### src/rtl/issue_pkg.sv
// issue_pkg: shared states and constants for the instruction issuer and its ControlUnit decode.
package issue_pkg;
    typedef enum logic [1:0] {IDLE, FETCH, LOAD, RUN} issue_state_e;
    localparam int IW_DEF = 16;
    localparam int RX_HI = 15;
    localparam int RX_LO = 13;
endpackage

### src/rtl/instr_issue_unit.sv
// instr_issue_unit: fetches instructions from a synchronous ROM and feeds them to the ControlUnit,
// prefetching one word so each retire is followed by a new instruction with no bubble.
module instr_issue_unit
    import issue_pkg::*;
#(
    parameter int IW = IW_DEF,
    parameter int AW = 8,
    parameter int PROG_LEN = 16
) (
    input  logic          clk,
    input  logic          reset,
    input  logic          start,
    input  logic          stop,
    output logic [AW-1:0] imem_addr,
    input  logic [IW-1:0] imem_rdata,
    output logic [IW-1:0] instruction,
    output logic          run,
    input  logic          done,
    output logic [AW-1:0] pc,
    output logic          busy,
    output logic          finished,
    output logic          aborted
);
    localparam int CW = $clog2(PROG_LEN + 1);

    issue_state_e  r_state, w_next;
    logic [CW-1:0] r_count;
    logic [IW-1:0] r_pf;
    logic          r_pf_valid;
    logic [1:0]    r_pf_pipe;
    logic          w_retire, w_last, w_stop;

    assign w_retire = r_state == RUN && run && done;
    assign w_last   = w_retire && r_count == CW'(PROG_LEN - 1);
    assign w_stop   = stop && r_state != IDLE;
    assign busy     = r_state != IDLE;

    always_comb begin
        w_next = (w_stop || w_last) ? IDLE :
                 r_state == IDLE    ? (start ? FETCH : IDLE) :
                 r_state == FETCH   ? LOAD : RUN;
    end

    // r_pf_pipe tracks the prefetch read: address issued, then ROM data captured two edges later
    always_ff @(posedge clk or posedge reset) begin
        if (reset) begin
            r_state     <= IDLE;
            instruction <= '0;
            pc          <= '0;
            imem_addr   <= '0;
            r_count     <= '0;
            r_pf        <= '0;
            r_pf_valid  <= 1'b0;
            r_pf_pipe   <= '0;
            run         <= 1'b0;
            finished    <= 1'b0;
            aborted     <= 1'b0;
        end else begin
            r_state   <= w_next;
            finished  <= w_last;
            aborted   <= w_stop && !w_last;
            r_pf_pipe <= {r_pf_pipe[0], 1'b0};
            if (r_pf_pipe[1]) begin
                r_pf       <= imem_rdata;
                r_pf_valid <= 1'b1;
            end
            if (r_state == IDLE && start) begin
                pc         <= '0;
                imem_addr  <= '0;
                r_count    <= '0;
                r_pf_valid <= 1'b0;
                r_pf_pipe  <= '0;
            end
            if (r_state == LOAD && !w_stop) begin
                instruction <= imem_rdata;
                run         <= 1'b1;
                imem_addr   <= pc + AW'(1);
                r_pf_pipe   <= 2'b01;
            end
            if (w_retire)
                r_count <= r_count + 1'b1;
            if (w_retire && !w_last && !w_stop) begin
                instruction <= r_pf;
                pc          <= pc + AW'(1);
                imem_addr   <= pc + AW'(2);
                r_pf_valid  <= 1'b0;
                r_pf_pipe   <= 2'b01;
            end
            if (w_stop || w_last)
                run <= 1'b0;
        end
    end

    // a retire before the prefetch lands means the ControlUnit broke its minimum 3-cycle spacing
    assert property (@(posedge clk) disable iff (reset) w_retire |-> r_pf_valid);

endmodule

### config.mk
export PLATFORM = sky130hd
export DESIGN_NAME = instr_issue_unit
export DESIGN_NICKNAME = d
export VERILOG_FILES = /design/src/rtl/issue_pkg.sv /design/src/rtl/instr_issue_unit.sv
export SDC_FILE = /design/constraint.sdc
export NUM_CORES = 1
export LEC_CHECK = 0
export BUFFER_PORTS_ARGS = -buffer_cell sky130_fd_sc_hd__buf_2
export CAP_MARGIN = 20
export CORE_MARGIN = 2
export CORE_UTILIZATION = 40
export CTS_BUF_LIST = sky130_fd_sc_hd__clkbuf_16
export DETAILED_ROUTE_END_ITERATION = 10
export PLACE_DENSITY = 0.6
export SLEW_MARGIN = 25
export SYNTH_ARGS = -nofsm -noshare
export SYNTH_HDL_FRONTEND = slang
export SYNTH_SLANG_ARGS = --single-unit
export TNS_END_PERCENT = 50
### constraint.sdc
create_clock -name clk -period 3.5 [get_ports clk]
set_clock_uncertainty 0.05 [all_clocks]
set_input_delay 0.525 -clock clk [delete_from_list [all_inputs] [get_ports clk]]
set_output_delay 0.525 -clock clk [all_outputs]
set_load 0.03 [all_outputs]
==> impl_summary.md, run 1 <==
STA
Setup violations remaining at the end of the flow were counted as 0. The worst path uses 73.22% of the clock period. For the pin with the worst max-slew slack, the measured transition is 809.6 ps. The hold violation count in the final report is 0. In this run the tightest slew margin relative to its limit is a little under half. For the final routed database, the setup TNS stands at 0 ps.

The maximum clock frequency is about 0.4 GHz. Setup repair after global routing left no endpoint under its margin. The worst path needs 2563 ps of the cycle, external delays included. The max-slew violation total from the final report was 0.

CTS
After clock tree synthesis, the clock-pin slew on the worst setup and hold paths is 50 ps. In this run, post-CTS hold repair placed 0 buffers. The source-to-sink clock delay at the later pin of the worst-skew pair is 330 ps.

The buffer cell driving the clock tree root is sky130_fd_sc_hd__clkbuf_16. Clock tree synthesis found a total of 60 sinks. The number of clock buffers added by TritonCTS is 9. Post-CTS timing repair inserted 0 buffers for setup. The post-CTS resize count is 0. The TritonCTS clock tree is built.

The clock passes through at most 2 buffers. The H-tree was split into 3 levels.

Synth
Of the synthesized area, sequential elements account for 55.38%. The most used flip-flop cell after synthesis is sky130_fd_sc_hd__dfrtp_1. The synthesized netlist occupies a cell area of 0.002711 mm^2. The synthesized netlist contains 39 unique library cells. By count the netlist is led by sky130_fd_sc_hd__dfrtp_1 (60), sky130_fd_sc_hd__o21ai_0 (30), sky130_fd_sc_hd__inv_1 (21). The cell taking the most area after synthesis is sky130_fd_sc_hd__dfrtp_1. Yosys attributes the largest share of cell area to sky130_fd_sc_hd__dfrtp_1 (55%), sky130_fd_sc_hd__mux2_2 (6.6%), sky130_fd_sc_hd__o21ai_0 (5.5%). The Yosys step of the flow raised 0 warnings. The synthesized area divided by synthesized cell count is 10.67 um^2. Counting flops with an async set or reset pin after synthesis yields a share of 100.0%. Counting every instance in the synthesized netlist gives 254.

In this run, synthesis inferred 0 flip-flops with an integrated enable. The synthesis-stage register bit count is 60. Counting every net in the synthesized netlist gives ~280. In the post-synthesis netlist, the cell with the most instances is sky130_fd_sc_hd__dfrtp_1.

The area share of the largest cell type after synthesis is 55.38%.

Min path
The worst min-delay path category is in -> async.

Global routing
The pin count of the biggest net entering global routing is 40. The initial antenna violation count is 0. The total congestion overflow after global routing is 0.

The wire length of the first global-routing pass is around 10 mm. The number of global-route vias before repair came to 2059. The global routing usage summed across all routing layers is between 10% and 20%.

Floorplanning
The die footprint is 0.007453 mm^2. The floorplan step set the die width to 86.33 um. between 50 and 60 I/O pins were placed.

The effective utilization at floorplan is 40.58%. The floorplan row count is 30. The area of the core is 0.006681 mm^2. The height of the chip is 86.33 um.

Routing
The average vias per placed instance is 5.484. The routed design has 6.194 mm of wire. The detailed router placed 2166 vias in this run.

The remaining design rule violation count is 0. The count of routing violations after the opening detailed-route iteration is 142. The first TritonRoute pass finished after 4 iterations. The average wire per cell in the routed design is 15.68 um. The detail route stage leaves a number of antenna-violating nets equal to 0.

Placement
The number of port buffers is 56. The HPWL after detailed placement is ~4 mm. The weighted congestion at the end of routability-driven global placement is 0.8526.

Critical path
The critical path is of the reg -> reg type. The endpoint kind of the worst setup timing path is a register. The stage delay of the slowest cell on the critical path is 470 ps. The most repeated library cell on the critical path is sky130_fd_sc_hd__ha_1. For the worst setup path, the data arrival time is 2720 ps. Data on the critical path is required at its endpoint by 3660 ps. The slowest cell on the critical path is sky130_fd_sc_hd__or3b_1. The signal on the critical path passes through ha_1 > and3_1 > ha_1 > or3b_1 > o21ai_2 > buf_4 > nor2_2 > a221o_1. On the critical path the largest part of the delay comes from simple AND/OR/NAND/NOR gates.

The number of buffers and inverters on the critical path is 1. STA classifies the critical path startpoint as a register. In this run the worst path has a maximum fanout of 21.

Power
The total power is 2.747 mW. The total power per unit cell area is 816.3 mW/mm^2. The leakage dissipation is 1.629 nW. The largest vdd supply drop is 383.7 uV.

Finish
The post-route netlist has between 20 and 30% of its cells at a drive strength greater than 1. 0 antenna diodes ended up in the layout. The total of fill cells in the finished design is about 630.

The area growth from synthesis to layout is 24.13%. For this run, the post-layout net count is 336.

Outcome
The flow ran to the end, and the final reports show no timing, DRC or antenna violations.

Run
Max-cap violations in this run came to 0.
-- layout make-up --
class,count,area [um^2],share of cell area (%)
timing repair buffer,60,310.3,9.219
inverter,21,78.83,2.342
tap,80,100.1,2.974
clock buffer,9,225.2,6.691
sequential,60,1501,44.61
multi-input combinational,159,1070,31.78
clock inverter,6,80.08,2.379
-- stage by stage --
stage | hold WS [ps] | utilization, % | area (um^2) | std cells | worst slack (ps)
finish | 306.8 | 50.37 | 3366 | 395 | 937.5
detailed placement | 408.9 | 45.81 | 3060 | 380 | 944.7
global placement | 415.3 | 45.81 | 3060 | 380 | 971.2
CTS | 339.4 | 50.37 | 3366 | 395 | 932.6
floorplan | 387.2 | - | 2711 | 254 | 1302
global route | 396.4 | 50.37 | 3366 | 395 | 808.9
-- worst paths after layout --
check,startpoint,endpoint,slack [ps],depth (start not counted)
worst max-delay path,r_count[0],imem_addr[6],940,8
worst min-delay path,reset,instruction[3],310,2
worst max register to register,r_count[0],imem_addr[6],940,8
worst min register to register,r_pf_pipe[0],r_pf_pipe[1],430,1
max in group asynchronous,reset,instruction[10],2410,3
min in group clk,imem_rdata[11],instruction[11],390,3
-- layer usage --
metal  vias up  global-route usage (%)  wire length [um]
met5         -                       0                 0
met2        74                   26.85              2831
met1      1055                   25.14              2900
met4         0                   9.943                99
met3         8                   4.762               363
li1       1029                       -                 -
-- logic make-up (layout without fill, tap and decap cells) --
| family | Yosys count | in the layout | share of synthesized area [%] |
|---|---|---|---|
| multiplexers | 20 | 20 | 8.122 |
| AND/OR/NAND/NOR | 58 | 58 | 11.08 |
| buffers and inverters | 35 | 96 | 5.353 |
| flip-flops | 60 | 60 | 55.38 |
| AO/OA/AOI/OAI | 76 | 76 | 17.91 |
| adder cells (fa/ha/maj) | 4 | 4 | 1.846 |
| XOR/XNOR | 1 | 1 | 0.3231 |
-- state kept, by name (all words and copies together), names as in the netlist --
signal,cells
r_state,2
run,1
instruction,16
r_pf,16
finished,1
imem_addr,8
r_count,5
aborted,1
pc,8
r_pf_pipe,2
-- worst register-to-register path: cells and delay by family, from the launching register on --
kind	cells	cell delay, ps
flops	1	400
buf+inv	1	260
fa+ha+maj	2	430
compound gates	2	530
simple gates	3	780
-- cells in the final DEF, fill, tap and decap left out, types with 2 or more instances in the layout --
cell type | synthesis | final
sky130_fd_sc_hd__nor3_1 | 3 | 3
sky130_fd_sc_hd__mux2i_1 | 4 | 4
sky130_fd_sc_hd__o21ai_0 | 30 | 30
sky130_fd_sc_hd__and3_1 | 7 | 7
sky130_fd_sc_hd__a21o_1 | 2 | 2
sky130_fd_sc_hd__a22oi_1 | 16 | 16
sky130_fd_sc_hd__mux2_2 | 16 | 16
sky130_fd_sc_hd__a211oi_1 | 2 | 2
sky130_fd_sc_hd__nand3_1 | 11 | 11
sky130_fd_sc_hd__nor3b_1 | 3 | 2
sky130_fd_sc_hd__a21oi_1 | 10 | 10
sky130_fd_sc_hd__nor2_1 | 10 | 10
sky130_fd_sc_hd__clkbuf_16 | 0 | 9
sky130_fd_sc_hd__buf_2 | 8 | 56
sky130_fd_sc_hd__clkinv_1 | 0 | 2
sky130_fd_sc_hd__buf_4 | 1 | 4
sky130_fd_sc_hd__dfrtp_1 | 60 | 60
sky130_fd_sc_hd__inv_1 | 21 | 20
sky130_fd_sc_hd__ha_1 | 4 | 4
sky130_fd_sc_hd__or3b_1 | 2 | 2
sky130_fd_sc_hd__bufinv_16 | 0 | 2
sky130_fd_sc_hd__a221o_1 | 3 | 3
sky130_fd_sc_hd__nand4_1 | 3 | 3
sky130_fd_sc_hd__nand2_1 | 14 | 14
sky130_fd_sc_hd__o2bb2ai_1 | 2 | 2
sky130_fd_sc_hd__o31ai_1 | 2 | 2
-- where the power goes --
part | leakage, nW | internal, mW | total, mW | switching, mW
registers | 0.771 | 0.915 | 1.07 | 0.156
logic | 0.711 | 0.273 | 0.767 | 0.494
clock network | 0.146 | 0.612 | 0.910 | 0.298
total | 1.63 | 1.80 | 2.75 | 0.948
No activity file was read; power rests on OpenSTA's default activity.
==> inputs of run 2 (changes only) <==
- PLACE_DENSITY: 0.6 -> 0.63
- clock period: 3.5 -> 2.35 ns (I/O delays scaled with it)
==> impl_summary.md, run 2 (synthesized netlist as in run 1, its figures left out) <==
Outcome
The flow ran to the end, and the final reports show no timing, DRC or antenna violations.

Finish
In the final layout, the share of cells above drive strength 1 is between 30% and 40%. The most common cell after layout, fill and taps aside is sky130_fd_sc_hd__dfrtp_1. The number of nets at the end of the flow is 346. In the layout the commonest cells are sky130_fd_sc_hd__dfrtp_1 (60), sky130_fd_sc_hd__buf_2 (56), sky130_fd_sc_hd__o21ai_0 (26). The layout-stage area growth over the synthesis result is 27.41%. The largest registers in the layout are instruction (16), r_pf (16). The finished cells cover 0.003455 mm^2. The number of antenna repair diodes is 0.

Global routing
For this run, global-route usage on met3 was measured as 3.143%. The global routing usage summed across all routing layers is between 10% and 20%. In the global route stage, met2 resource usage came out at 25.03%. The wire length of the first global-routing pass is 10.01 mm. Summed over all layers, the global routing overflow is 0. Entering global routing, the biggest net connects 37 pins. The met1 routing resource usage after global routing is 24.69%. The number of global-route vias before repair is a little over 2000.

The layer flagged by global routing as most heavily used is met2. The initial antenna violation count is 0.

Routing
In the routed design, unresolved DRC markers number 0. The routed via count is around 2200. The first TritonRoute pass finished after 4 iterations. Summed over all layers, the routed wires come to about 6.2 mm. The count of routing violations after the opening detailed-route iteration is 134. The average wire per cell in the routed design is around 15 um. The average vias per placed instance is 5.396.

The remaining antenna violation count is 0.

Critical path
The required time of the worst setup path is 2540 ps. Data arrives at the worst endpoint at 2490 ps. The worst setup path is launched from a register. The cell depth of the worst flop-to-flop path is 9. The kind of critical path is reg -> reg. The highest net fanout along the worst path is 6. The endpoint kind of the worst setup timing path is a register.

STA
Setup violations remaining at the end of the flow were counted as 0. The worst-case setup margin in the final layout is 50.26 ps. The max-slew violation total from the final report came to 0. The worst hold margin is 27.85 ps. The actual slew at the worst max-slew pin is 660.0 ps.

The final cycle utilization of the critical path is 97.86%. The minimum clock period after layout is 2300 ps. Derived from the worst setup path, the maximum achievable clock frequency is 0.4348 GHz. The hold violation count in the final report is 0.

Headroom to the max-slew limit came out at 56.00%.

CTS
In this run the number of H-tree levels came out at 3. The number of CTS-inserted buffers is 9. For this design, the CTS-stage hold fixing added 0 buffers. The buffer cell driving the clock tree root is sky130_fd_sc_hd__clkbuf_16. The longest clock path from root to sink contains 2 buffers. The clock sink count is 60.

The TritonCTS clock tree is built. The source-to-sink clock delay at the later pin of the worst-skew pair is 320 ps. The CTS clock-pin slew for the worst setup and hold paths is 50 ps.

Floorplanning
The height of the chip is 86.33 um. The I/O pin total is 57. The floorplan row count is 30.

In this run the horizontal extent of the chip is 86.33 um. The die covers 0.007453 mm^2. The initial utilization of the core area, before any placement, comes to between 40% and 50%. The area of the core is 0.006681 mm^2.

Run
The number of violations of the max-capacitance limit is 0.

Placement
The congestion estimate from routability-driven global placement came to between 0.8 and 0.9. During placement, the flow inserted port buffers numbering 56. Once detailed placement completed, the half-perimeter wirelength came to around 3.9 mm.

The placed instances occupy a cell area of a little over 0.003 mm^2. At the placement stage, the worst setup path has a slack of 115.1 ps.

Power
Power comes to 3.885 mW. The largest vdd supply drop is 614.9 uV. Power spread over the standard cell area amounts to 1125 mW/mm^2.

The leakage dissipation is 1.673 nW.

Min path
The worst min-delay path category is in -> async.
-- run 2: cell types whose count changed in the layout (fill, tap and decap cells not counted), moves of 2 or more --
cell	previous run	this run
sky130_fd_sc_hd__buf_4	4	9
sky130_fd_sc_hd__o21ai_0	30	26
sky130_fd_sc_hd__clkbuf_16	9	11
sky130_fd_sc_hd__bufinv_16	2	0
sky130_fd_sc_hd__ha_1	4	2
sky130_fd_sc_hd__buf_12	0	2
sky130_fd_sc_hd__o21ai_1	0	4
sky130_fd_sc_hd__ha_2	0	2
-- run 2: cell type report --
class	instances	area, um^2
Fill cell	611	3227
Sequential cell	60	1501
Multi-Input combinational cell	159	1077
Timing Repair Buffer	70	449.2
Clock buffer	9	225.2
Tap cell	80	100.1
Inverter	21	78.83
Clock inverter	5	22.52
-- run 2: routing by layer --
layer / wire length [um] / vias up
met5: 0 / -
met1: 3063 / 1051
met4: 72 / 0
li1: - / 1044
met3: 277 / 8
met2: 2793 / 77
-- run 2: metrics by stage --
step,utilization (%),instances,setup TNS (ps)
floorplan,-,254,0
global placement,46.52,383,0
finish,51.70,404,0
CTS,50.22,397,0
detailed placement,46.52,383,0
global route,51.70,404,-165.1
-- run 2: worst max-delay path: stages (launching register included) --
cell	delay, ps
sky130_fd_sc_hd__dfrtp_1	390
sky130_fd_sc_hd__ha_2	190
sky130_fd_sc_hd__and3_1	180
sky130_fd_sc_hd__ha_2	180
sky130_fd_sc_hd__or3b_4	380
sky130_fd_sc_hd__buf_4	160
sky130_fd_sc_hd__nor2_4	270
sky130_fd_sc_hd__clkbuf_16	220
sky130_fd_sc_hd__nand2_1	50
sky130_fd_sc_hd__o21ai_0	140
-- run 2: path summary, 6_finish.rpt --
kind / slack [ps] / start / end
max: 50 / r_count[1] / pc[2]
min: 30 / reset / instruction[6]
max reg2reg: 50 / r_count[1] / pc[2]
min reg2reg: 430 / r_pf_pipe[0] / r_pf_pipe[1]
max in group asynchronous: 1640 / reset / imem_addr[0]
min in group clk: 230 / imem_rdata[12] / instruction[12]
-- run 2: where the power goes --
| group | internal (mW) | switching [mW] | leakage [nW] |
|---|---|---|---|
| Sequential | 1.36 | 0.211 | 0.771 |
| Clock | 0.684 | 0.425 | 0.121 |
| Combinational | 0.444 | 0.757 | 0.781 |
-- run 2: what timing repair did --
action                                  in CTS  in global routing
endpoints found under the hold margin        0                  0
endpoints found under the setup margin       0                 11
setup buffers                                0                  4
gates resized for setup                      0                  7
